### src/rtl/bcd_pkg.sv
// bcd_pkg: shared BCD constants, FSM state type and nine's-complement helper
package bcd_pkg;
  localparam int BCD_W = 4;
  localparam logic [3:0] DIGIT_MAX = 4'd9;
  localparam logic [3:0] ADJ = 4'd6;
  typedef enum logic [1:0] {IDLE, RUN, DONE} state_t;
  function automatic logic [3:0] nines_comp(input logic [3:0] d);
    return DIGIT_MAX - d;
  endfunction
endpackage

### src/rtl/bcd_addsub_seq_if.sv
// bcd_addsub_seq_if: operand request and result handshake bundle for the BCD add/sub unit
interface bcd_addsub_seq_if
  import bcd_pkg::*;
#(
  parameter int DIGITS = 100
);
  logic in_valid;
  logic in_ready;
  logic [BCD_W*DIGITS-1:0] a;
  logic [BCD_W*DIGITS-1:0] b;
  logic cin;
  logic sub;
  logic out_valid;
  logic out_ready;
  logic [BCD_W*DIGITS-1:0] sum;
  logic cout;
  logic neg;
  logic err;
  modport master (
    output in_valid, a, b, cin, sub, out_ready,
    input in_ready, out_valid, sum, cout, neg, err
  );
  modport slave (
    input in_valid, a, b, cin, sub, out_ready,
    output in_ready, out_valid, sum, cout, neg, err
  );
endinterface

### src/rtl/bcd_digit_cell.sv
// bcd_digit_cell: one decimal digit adder with carry, corrected by +6 when the binary sum exceeds 9
module bcd_digit_cell
  import bcd_pkg::*;
(
  input  logic [BCD_W-1:0] a_d,
  input  logic [BCD_W-1:0] b_d,
  input  logic             cin,
  output logic [BCD_W-1:0] s_d,
  output logic             cout
);
  logic [BCD_W:0] s;
  always_comb begin
    s = {1'b0, a_d} + {1'b0, b_d} + {{BCD_W{1'b0}}, cin};
    cout = s > {1'b0, DIGIT_MAX};
    s_d = cout ? s[BCD_W-1:0] + ADJ : s[BCD_W-1:0];
  end
endmodule

### src/rtl/bcd_addsub_seq.sv
// bcd_addsub_seq: digit-serial packed-BCD adder/subtractor, DPC digits per clock,
// operands latched on a valid/ready handshake and the result held until consumed.
module bcd_addsub_seq
  import bcd_pkg::*;
#(
  parameter int DIGITS = 100,
  parameter int DPC = 4
) (
  input logic clk,
  input logic areset_n,
  bcd_addsub_seq_if.slave bus
);
  localparam int ITER = DIGITS / DPC;
  localparam int CW = ITER > 1 ? $clog2(ITER) : 1;
  localparam int W = BCD_W * DIGITS;
  localparam int SW = BCD_W * DPC;
  if (DIGITS % DPC != 0) begin : g_bad_dpc
    $error("bcd_addsub_seq: DIGITS must be a multiple of DPC");
  end
  state_t state, state_nx;
  logic [CW-1:0] cnt;
  logic [W-1:0] a_r, b_r, b_x, sum_r;
  logic carry, sub_r, cout_r, neg_r, err_r, bad, last, accept, in_rdy;
  logic [DPC:0] c;
  logic [SW-1:0] a_s, b_s, s_s;
  // Subtraction as A + (nines complement of B) + 1; err looks at B before complementing
  always_comb begin
    b_x = bus.b;
    bad = 1'b0;
    for (int i = 0; i < DIGITS; i++) begin
      b_x[BCD_W*i +: BCD_W] = bus.sub ? nines_comp(bus.b[BCD_W*i +: BCD_W]) : bus.b[BCD_W*i +: BCD_W];
      bad = bad | (bus.a[BCD_W*i +: BCD_W] > DIGIT_MAX) | (bus.b[BCD_W*i +: BCD_W] > DIGIT_MAX);
    end
  end
  assign a_s = a_r[SW*int'(cnt) +: SW];
  assign b_s = b_r[SW*int'(cnt) +: SW];
  assign c[0] = carry;
  for (genvar d = 0; d < DPC; d++) begin : g_cell
    bcd_digit_cell u_cell (
      .a_d (a_s[BCD_W*d +: BCD_W]),
      .b_d (b_s[BCD_W*d +: BCD_W]),
      .cin (c[d]),
      .s_d (s_s[BCD_W*d +: BCD_W]),
      .cout(c[d+1])
    );
  end
  assign last = cnt == CW'(ITER - 1);
  assign in_rdy = areset_n && (state == IDLE || (state == DONE && bus.out_ready));
  assign accept = bus.in_valid && in_rdy;
  always_comb begin
    state_nx = state;
    state_nx = state == IDLE ? (bus.in_valid ? RUN : IDLE) :
               state == RUN  ? (last ? DONE : RUN) :
               state == DONE ? (bus.out_ready ? (bus.in_valid ? RUN : IDLE) : DONE) : IDLE;
  end
  always_ff @(posedge clk or negedge areset_n) begin
    if (!areset_n) begin
      state <= IDLE;
      cnt <= '0;
      a_r <= '0;
      b_r <= '0;
      carry <= 1'b0;
      sub_r <= 1'b0;
      sum_r <= '0;
      cout_r <= 1'b0;
      neg_r <= 1'b0;
      err_r <= 1'b0;
    end else begin
      state <= state_nx;
      if (accept) begin
        a_r <= bus.a;
        b_r <= b_x;
        carry <= bus.sub | bus.cin;
        sub_r <= bus.sub;
        err_r <= bad;
        cnt <= '0;
      end else if (state == RUN) begin
        sum_r[SW*int'(cnt) +: SW] <= s_s;
        carry <= c[DPC];
        cnt <= cnt + 1'b1;
        if (last) begin
          cout_r <= c[DPC];
          neg_r <= sub_r & ~c[DPC];
        end
      end
    end
  end
  assign bus.in_ready = in_rdy;
  assign bus.out_valid = state == DONE;
  assign bus.sum = sum_r;
  assign bus.cout = cout_r;
  assign bus.neg = neg_r;
  assign bus.err = err_r;
endmodule

### src/flat_wrapper.sv
// flat-port wrapper written by rule: the top's interface ports become plain ports
module bcd_addsub_seq_flat import bcd_pkg::*;
#(
  parameter int DIGITS = 100,
  parameter int DPC = 4
)
  (clk, areset_n, bus_in_valid, bus_a, bus_b, bus_cin, bus_sub, bus_out_ready, bus_in_ready, bus_out_valid, bus_sum, bus_cout, bus_neg, bus_err);
  bcd_addsub_seq_if #(.DIGITS(DIGITS)) bus_i ();
  input logic clk;
  input logic areset_n;
  input wire logic [$bits(bus_i.in_valid)-1:0] bus_in_valid;
  input wire logic [$bits(bus_i.a)-1:0] bus_a;
  input wire logic [$bits(bus_i.b)-1:0] bus_b;
  input wire logic [$bits(bus_i.cin)-1:0] bus_cin;
  input wire logic [$bits(bus_i.sub)-1:0] bus_sub;
  input wire logic [$bits(bus_i.out_ready)-1:0] bus_out_ready;
  output wire logic [$bits(bus_i.in_ready)-1:0] bus_in_ready;
  output wire logic [$bits(bus_i.out_valid)-1:0] bus_out_valid;
  output wire logic [$bits(bus_i.sum)-1:0] bus_sum;
  output wire logic [$bits(bus_i.cout)-1:0] bus_cout;
  output wire logic [$bits(bus_i.neg)-1:0] bus_neg;
  output wire logic [$bits(bus_i.err)-1:0] bus_err;
  assign bus_i.in_valid = bus_in_valid;
  assign bus_i.a = bus_a;
  assign bus_i.b = bus_b;
  assign bus_i.cin = bus_cin;
  assign bus_i.sub = bus_sub;
  assign bus_i.out_ready = bus_out_ready;
  assign bus_in_ready = bus_i.in_ready;
  assign bus_out_valid = bus_i.out_valid;
  assign bus_sum = bus_i.sum;
  assign bus_cout = bus_i.cout;
  assign bus_neg = bus_i.neg;
  assign bus_err = bus_i.err;
  bcd_addsub_seq #(.DIGITS(DIGITS), .DPC(DPC)) u_core (.clk(clk), .areset_n(areset_n), .bus(bus_i));
endmodule
### config.mk
export PLATFORM = sky130hd
export DESIGN_NAME = bcd_addsub_seq_flat
export DESIGN_NICKNAME = d
export VERILOG_FILES = /design/src/rtl/bcd_pkg.sv /design/src/rtl/bcd_addsub_seq_if.sv /design/src/rtl/bcd_digit_cell.sv /design/src/rtl/bcd_addsub_seq.sv /design/src/flat_wrapper.sv
export SDC_FILE = /design/constraint.sdc
export NUM_CORES = 2
export LEC_CHECK = 0
export ABC_AREA = 1
export CAP_MARGIN = 20
export CORE_AREA = 2 2 477 479
export CTS_BUF_LIST = sky130_fd_sc_hd__clkbuf_4
export CTS_CLUSTER_SIZE = 8
export DETAILED_ROUTE_END_ITERATION = 8
export DIE_AREA = 0 0 479 481
export SLEW_MARGIN = 0
export SYNTH_ARGS = -nofsm -noshare
export SYNTH_HDL_FRONTEND = slang
export SYNTH_SLANG_ARGS = --single-unit
### constraint.sdc
create_clock -name clk -period 7.9 [get_ports clk]
set_clock_uncertainty 0.1 [all_clocks]
set_input_delay 1.975 -clock clk [delete_from_list [all_inputs] [get_ports clk]]
set_output_delay 1.975 -clock clk [all_outputs]
set_load 0.02 [all_outputs]
After elaboration in Yosys (flattened, before gate mapping):

Index checks and enable logic that the tools add are counted.

* latch bits: 0
* input bits: 806
* memory bits (read-only): 0
* register bits after elaboration: 1212
* bits in writable memories: 0
* memories kept: 0
* output and inout bits: 405
* logic and storage cells: 661

* divide/modulo/power cells: 0
* $mul: 0
* bitwise logic cells: 203
* multiplexer cells: 115
* add/subtract/negate cells: 114
* eq/ne operators: 3
* reduce and logical (&&, ||, !) cells: 8
* order comparisons: 204
* shifts and indexed selects: 4

Operators by type and width (count)
* 4-bit > comparator, second input constant: 200
* 400-bit by 10-bit variable part select with 16-bit output: 2
* 4-bit two-way mux: 104
* 400-bit bitwise mux: 1
* 16-bit by 33-bit variable shift with 400-bit output, first input constant: 1
* 16-bit by 33-bit variable part select with 400-bit output: 1
* 4-bit subtractor, first input constant: 100
* 1-bit bitwise OR: 200
* 9-bit negator with 33-bit output: 1
* 4-bit by 4-bit adder with 5-bit output: 4
* 5-bit by 1-bit adder with 5-bit output: 4
* 5-bit by 4-bit > comparator with 1-bit output, second input constant: 4
* 4-bit by 3-bit adder with 4-bit output, second input constant: 4
* 2-bit two-way mux: 5
* 5-bit two-way mux: 2
* 5-bit by 1-bit adder with 5-bit output, second input constant: 1
* 5-bit equality test, second input constant: 1
* 1-bit logical AND: 3
* 1-bit two-way mux: 3
* 3-bit AND reduction: 1
* 2-bit by 1-bit equality test with 1-bit output, second input constant: 1
* 2-bit equality test, second input constant: 1
* 2-bit zero test: 1
* 1-bit NOT: 2
* 4 further kinds: 4

Depth between registers and ports, before layout:

* depth after elaboration: 200
* gate-level depth with buffers: 63
* gate-level depth less buffers: 60

By module:

A second synthesis with hierarchy kept.

* cells, all modules: 7936
* area total of the unflattened synthesis: 61706.7 um^2

Modules (own cells, without submodules)
* bcd_addsub_seq: sequential area each 30329.1 um^2, cells each 7748, times used 1, area each 60505.5 um^2
* bcd_digit_cell: sequential area each 0.0 um^2, cells each 47, times used 4, area each 300.3 um^2

Worst setup path after synthesis:

Ideal clock, no wire load.

* kind: reg2reg
* from: register u_core.cnt[0]
* to: register u_core.sum_r[237] (netlist: u_core.bus.sum[237])
* required time: 7.717 ns
* slack: -0.579 ns
* cell stages (with the launch flop): 57
* buffers on the path: 4
* data arrival time: 8.296 ns
* setup time: 0.083 ns
* cell sequence: dfrtp_1 > buf_4 > inv_1 > buf_4 > buf_2 > clkbuf_1 > nor2_1 > o22ai_1 > o21ai_0 > o21ai_0 > nand3b_1 > fa_1 > inv_1 > fa_1 > inv_1 > nand2_1 > nand2_1 > ha_1 > (+21 left out) > inv_1 > a21oi_1 > a21oi_1 > nand2_1 > nand2_1 > fa_1 > inv_1 > fa_1 > ha_1 > a21oi_1 > a21oi_1 > nand2_1 > nand2_1 > nand2_1 > nand3_1 > nor2_2 > nand2_1 > o21ai_0

* cells in the longest elaborated chain, start to end: 13
* elaborated cells on any way between the ends: 26
* classes of those cells: add/sub (13); order compare (4); shift (4); mux (5)

Ends and longest elaborated chain
* start: declaration: RTL line bcd_addsub_seq.sv:21 `logic [CW-1:0] cnt;`
* start signal: assignment: RTL line bcd_addsub_seq.sv:80 `cnt <= cnt + 1'b1;`
* 400-bit by 10-bit variable part select with 16-bit output (on tied branches): RTL line bcd_addsub_seq.sv:35, bcd_addsub_seq.sv:36
* 4-bit by 4-bit adder with 5-bit output: RTL line bcd_digit_cell.sv:13 `s = {1'b0, a_d} + {1'b0, b_d} + {{BCD_W{1'b0}}, cin};`
* 5-bit by 1-bit adder with 5-bit output: RTL line bcd_digit_cell.sv:13
* 5-bit by 4-bit > comparator with 1-bit output: RTL line bcd_digit_cell.sv:14 `cout = s > {1'b0, DIGIT_MAX};`
* 5-bit by 1-bit adder with 5-bit output: RTL line bcd_digit_cell.sv:13
* 5-bit by 4-bit > comparator with 1-bit output: RTL line bcd_digit_cell.sv:14
* 5-bit by 1-bit adder with 5-bit output: RTL line bcd_digit_cell.sv:13
* 5-bit by 4-bit > comparator with 1-bit output: RTL line bcd_digit_cell.sv:14
* 5-bit by 1-bit adder with 5-bit output: RTL line bcd_digit_cell.sv:13
* 4-bit by 3-bit adder with 4-bit output or 5-bit by 4-bit > comparator with 1-bit output (tied branches): RTL line bcd_digit_cell.sv:15, bcd_digit_cell.sv:14
* 4-bit two-way mux: RTL line bcd_digit_cell.sv:15 `s_d = cout ? s[BCD_W-1:0] + ADJ : s[BCD_W-1:0];`
* 16-bit by 33-bit variable part select with 400-bit output: RTL line bcd_addsub_seq.sv:78 `sum_r[SW*int'(cnt) +: SW] <= s_s;`
* 400-bit bitwise mux (*): RTL line bcd_addsub_seq.sv:78
* end signal: indexed assignment: RTL line bcd_addsub_seq.sv:78
* end: declaration: RTL line bcd_addsub_seq.sv:22 `logic [W-1:0] a_r, b_r, b_x, sum_r;`

Every way passes the cells marked *; elsewhere a longest branch is shown, timed or not.
A chain may end at the register's enable or synchronous reset.

Worst setup path after layout:

* from: register u_core.cnt[0]
* to: register u_core.sum_r[254] (netlist: u_core.bus.sum[254])

Same word-level chain as after synthesis.

==> impl_summary.log <==
[metrics] run status: finished with violations
[metrics] violated checks: setup timing
[metrics] clock-pin slew of the registers on the worst-case setup and hold paths: 0.06 ns
[metrics] Worst Setup Path Type: flip-flop to flip-flop
[metrics] remaining antenna violation count: 0
[metrics] unrepaired setup endpoints after global routing: yes
[metrics] sum of overflow across all layers after global routing: 0
[metrics] Boundary Pins: 1211
[metrics] Bufs on Longest Clock Path: 4
[metrics] detail-routed net length per standard cell: 27.9 µm
[metrics] Core ar.: 226000 µm²
[metrics] slew margin rel.: 20.2%
[metrics] number of flops mapped to enable cells by yosys: 0
[metrics] Max IR drop VDD: 1.06 mV
[metrics] Reg power frac: 21.1%
[metrics] first-pass GRT wire length: 476000 µm
[metrics] hold path depth: 2
[metrics] CTS HTree Levels: 5
[metrics] Area contributors post-synth: sky130_fd_sc_hd__dfrtp_1, sky130_fd_sc_hd__nand2_1, sky130_fd_sc_hd__o21ai_0, sky130_fd_sc_hd__nor2_1, sky130_fd_sc_hd__inv_1
[metrics] Layout Cells excl Fill: 12.4k
[metrics] vias in the first global route: 61.9k
[metrics] Leak: 0.0392 µW
[metrics] number of placement rows: 175
[metrics] Post-CTS Hold Buffers: 0
[metrics] Hold Path Origin: u_core.a_r[167]
[metrics] summed instance area of the synthesized netlist: 60800 µm²
[metrics] effective utilization at floorplan: 26.9%
[metrics] HPWL after detailed placement: 273000 µm
[metrics] width of the chip: 479 µm
[metrics] number of buffers inserted by port buffering: 1210
[metrics] CTS Root Cell: sky130_fd_sc_hd__clkbuf_4
[metrics] maximum clock frequency: 118 MHz
[metrics] register bit count reported by yosys: 1212
[metrics] via count: 62.9k
[metrics] first-pass iteration count of the detailed router: 6
[metrics] internal power consumption: 23900 µW
[metrics] power density of the placed cells: 600 nW/µm²
[metrics] Critical Path Source Type: flip-flop
[metrics] fraction of registers with async set or reset after synthesis: 100%
[metrics] fin area: 83400 µm²
[metrics] Worst path most repeated cell: sky130_fd_sc_hd__fa_2
[metrics] sum of negative setup slack: -34.07 ns
[metrics] Inserted Clock Buffers: 367
[metrics] most used flip-flop cell after synthesis: sky130_fd_sc_hd__dfrtp_1
[metrics] cell with the biggest individual delay on the critical path: sky130_fd_sc_hd__fa_2
[metrics] Tcrit/Tclk final: 107%
[metrics] hold crit path type: flip-flop to flip-flop
[metrics] mean number of vias per cell: 5.06
[metrics] slew at the pin closest to its max-slew limit: 1.19 ns
[metrics] worst reg2reg setup slack: -0.56 ns
[metrics] fraction of final layout cells with drive strength greater than 1: 12.5%
[metrics] post-detailed-routing wire length: 347000 µm
[metrics] kind of end point of the critical path: flip-flop
[metrics] final weighted congestion in routability-driven placement: 0.970
[metrics] number of instances in the synthesized netlist: 7663
[metrics] total nets after synthesis: 8599
[metrics] total setup violations reported at the end of the flow: 78
[metrics] initial antenna violation count: 98
[metrics] number of placed instances, taps included: 11.7k
[metrics] NetSw: 26200 µW
[metrics] post-detailed-placement cell area: 77700 µm²
[metrics] depth of the most critical reg-to-reg path: 48
[metrics] starting DRC count in detailed routing: 6127
[metrics] layout filler cell count: 23.5k
[metrics] final number of max-transition violations: 0
[metrics] count of endpoints failing hold in the final timing report: 0
[metrics] count of maximum capacitance violations: 0
[metrics] data arrival time of the worst path: 9.56 ns
[metrics] reg-to-reg critical path startpoint: u_core.cnt[0]
[metrics] largest stage delay on the critical path: 0.56 ns
[metrics] residual DRC count: 0
[metrics] post-route minimum period: 8.46 ns
[metrics] total routing usage reported by global routing: 29.2%
[metrics] switching fraction of total power: 52.3%
[metrics] setup slack at placement: -0.882 ns
[metrics] largest net degree at the start of global routing: 238
[metrics] clock group share of total power: 12.3%
[metrics] Seq. cell area: 30300 µm²
[metrics] CTS tree: yes
[metrics] worst-path maximum fanout: 24
[metrics] required time at the worst-slack endpoint: 9.01 ns
[metrics] Synth area leader: sky130_fd_sc_hd__dfrtp_1
[metrics] die area: 230000 µm²
[metrics] final critical-path setup slack: -0.556 ns
[metrics] # nets final: 10.0k
[metrics] combined area of the multi-input logic cells: 27500 µm²
[metrics] layout overhead on the synthesized area: 37.2%
[metrics] endpoint of the most critical register-to-register path: u_core.bus.sum[254]
[metrics] proportion of netlist area held by the largest area contributor: 49.9%
[metrics] mean instance size in the synthesized netlist: 7.94 µm²
[metrics] die height: 481 µm
[metrics] count of synthesis-stage warnings from yosys: 0
[metrics] Min-Delay Endpoint: u_core.a_r[167]
[metrics] count of different cell masters after synthesis: 48
[metrics] number of clock sinks seen by CTS: 1212
[metrics] Hold WS: 0.372 ns
[metrics] part of the Yosys area used for sequential elements: 49.9%
[metrics] latest clock arrival within the worst-skew pair: 1.42 ns
[metrics] power share of the combinational group: 66.6%
area by class of cell:
| class | instances | share of cell area, % |
|---|---|---|
| multi-input combinational | 5492 | 32.9 |
| sequential | 1212 | 36.4 |
| tap | 3009 | 4.51 |
| timing repair inverter | 2 | 0.0300 |
| clock buffer | 536 | 4.82 |
| inverter | 458 | 2.13 |
| antenna | 59 | 0.177 |
| clock inverter | 83 | 0.464 |
| timing repair buffer | 1579 | 18.6 |
repair_timing:
action | 4_1_cts | 5_1_grt
buffers inserted | 31 | 18
cloned | 5 | 1
endpoints found under the hold margin | 0 | 0
endpoints found under the setup margin | 95 | 151
gates resized for setup | 91 | 125
pin swaps | 33 | 52
power groups by stage:
stage	Sequential, µW	Combinational [µW]	Clock (µW)
3_5_place_dp	10600	29500	0
2_1_floorplan	10600	12800	0
6_report	10600	33300	6160
4_1_cts	10500	31500	6300
3_3_place_gp	10600	29300	0
5_1_grt	10800	35400	6620
worst max path at each step:
stage | start | to | cells past startpoint | slack, ns
2_1_floorplan | u_core.cnt[0] | u_core.bus.sum[237] | 49 | -0.09
3_3_place_gp | u_core.cnt[1] | u_core.bus.sum[47] | 56 | -0.83
3_5_place_dp | u_core.cnt[1] | u_core.bus.sum[303] | 56 | -0.88
4_1_cts | u_core.cnt[0] | u_core.bus.sum[303] | 48 | -0.51
5_1_grt | u_core.cnt[0] | u_core.bus.sum[126] | 51 | -0.85
6_report | u_core.cnt[0] | u_core.bus.sum[254] | 48 | -0.56
Yosys cell counts (all sizes together), types with 2 or more instances:
master and instances:
nand2 2539, o21ai 1243, dfrtp 1212, nor2 542, inv 457, clkbuf 344
nand3 217, nand4 181, buf 157, ha 122, a21oi 101, xnor2 101
xor2 100, o22ai 93, o211ai 87, o221ai 44, o21a 40, nor3 24
a22o 20, nand3b 11, fa 8, or2 5, nor4 3, and2 2
mux2i 2, o2111ai 2
critical path: cells and delay by family, from the launching register on:
family	cells	cell delay, ns
flip-flops	1	0.52
buffers and inverters	11	1.02
AND/OR/NAND/NOR	14	1.28
AO/OA/AOI/OAI	11	1.16
adder cells (fa/ha/maj)	12	4.17
state kept, by name (all words and copies together) (netlist names):
| register | flops |
|---|---|
| u_core.state | 2 |
| u_core.cnt | 5 |
| u_core.bus.cout | 1 |
| u_core.bus.err | 1 |
| u_core.bus.neg | 1 |
| u_core.bus.sum | 400 |
| u_core.a_r | 400 |
| u_core.carry | 1 |
| u_core.sub_r | 1 |
| u_core.b_r | 400 |
placed cells by master, fill, tap and decap left out, drive strengths merged, types with 11 or more instances in the layout:
cell              n
a22o             20
clkinv           78
o211ai           87
o221ai           44
nand3b           11
a21oi           101
inv             459
xor2            100
o21a             40
dfrtp          1212
nand4           181
clkdlybuf4s50  1208
nor2            542
o21ai          1243
buf             370
nand3           217
diode            59
xnor2           101
o22ai            93
ha              122
nor3             24
nand2          2539
clkbuf          537
logic make-up after synthesis:
kind of cell / synth area share [%]
AO/OA/AOI/OAI: 14.6
adder cells (fa/ha/maj): 2.77
buffers and inverters: 6.27
multiplexers: 0.0329
XOR/XNOR: 2.89
AND/OR/NAND/NOR: 23.5
flip-flops: 49.9
through the flow:
stage                     util (%)  power [µW]
after floorplan                  -       23500
after global placement        34.4       39800
after detailed placement      34.4       40000
after CTS                     36.6       48300
after global routing          36.9       52800
final                         36.9       50000
layer usage:
layer / global-route usage [%] / part of all wire [%] / vias to the layer above
met2: 48.2 / 48 / 3153
met4: 18.6 / 6.7 / 30
met5: 0 / 0.058 / -
li1: - / - / 28207
met3: 6.46 / 7.4 / 792
met1: 34.4 / 38 / 30760
(Power assumes the default switching activity.)
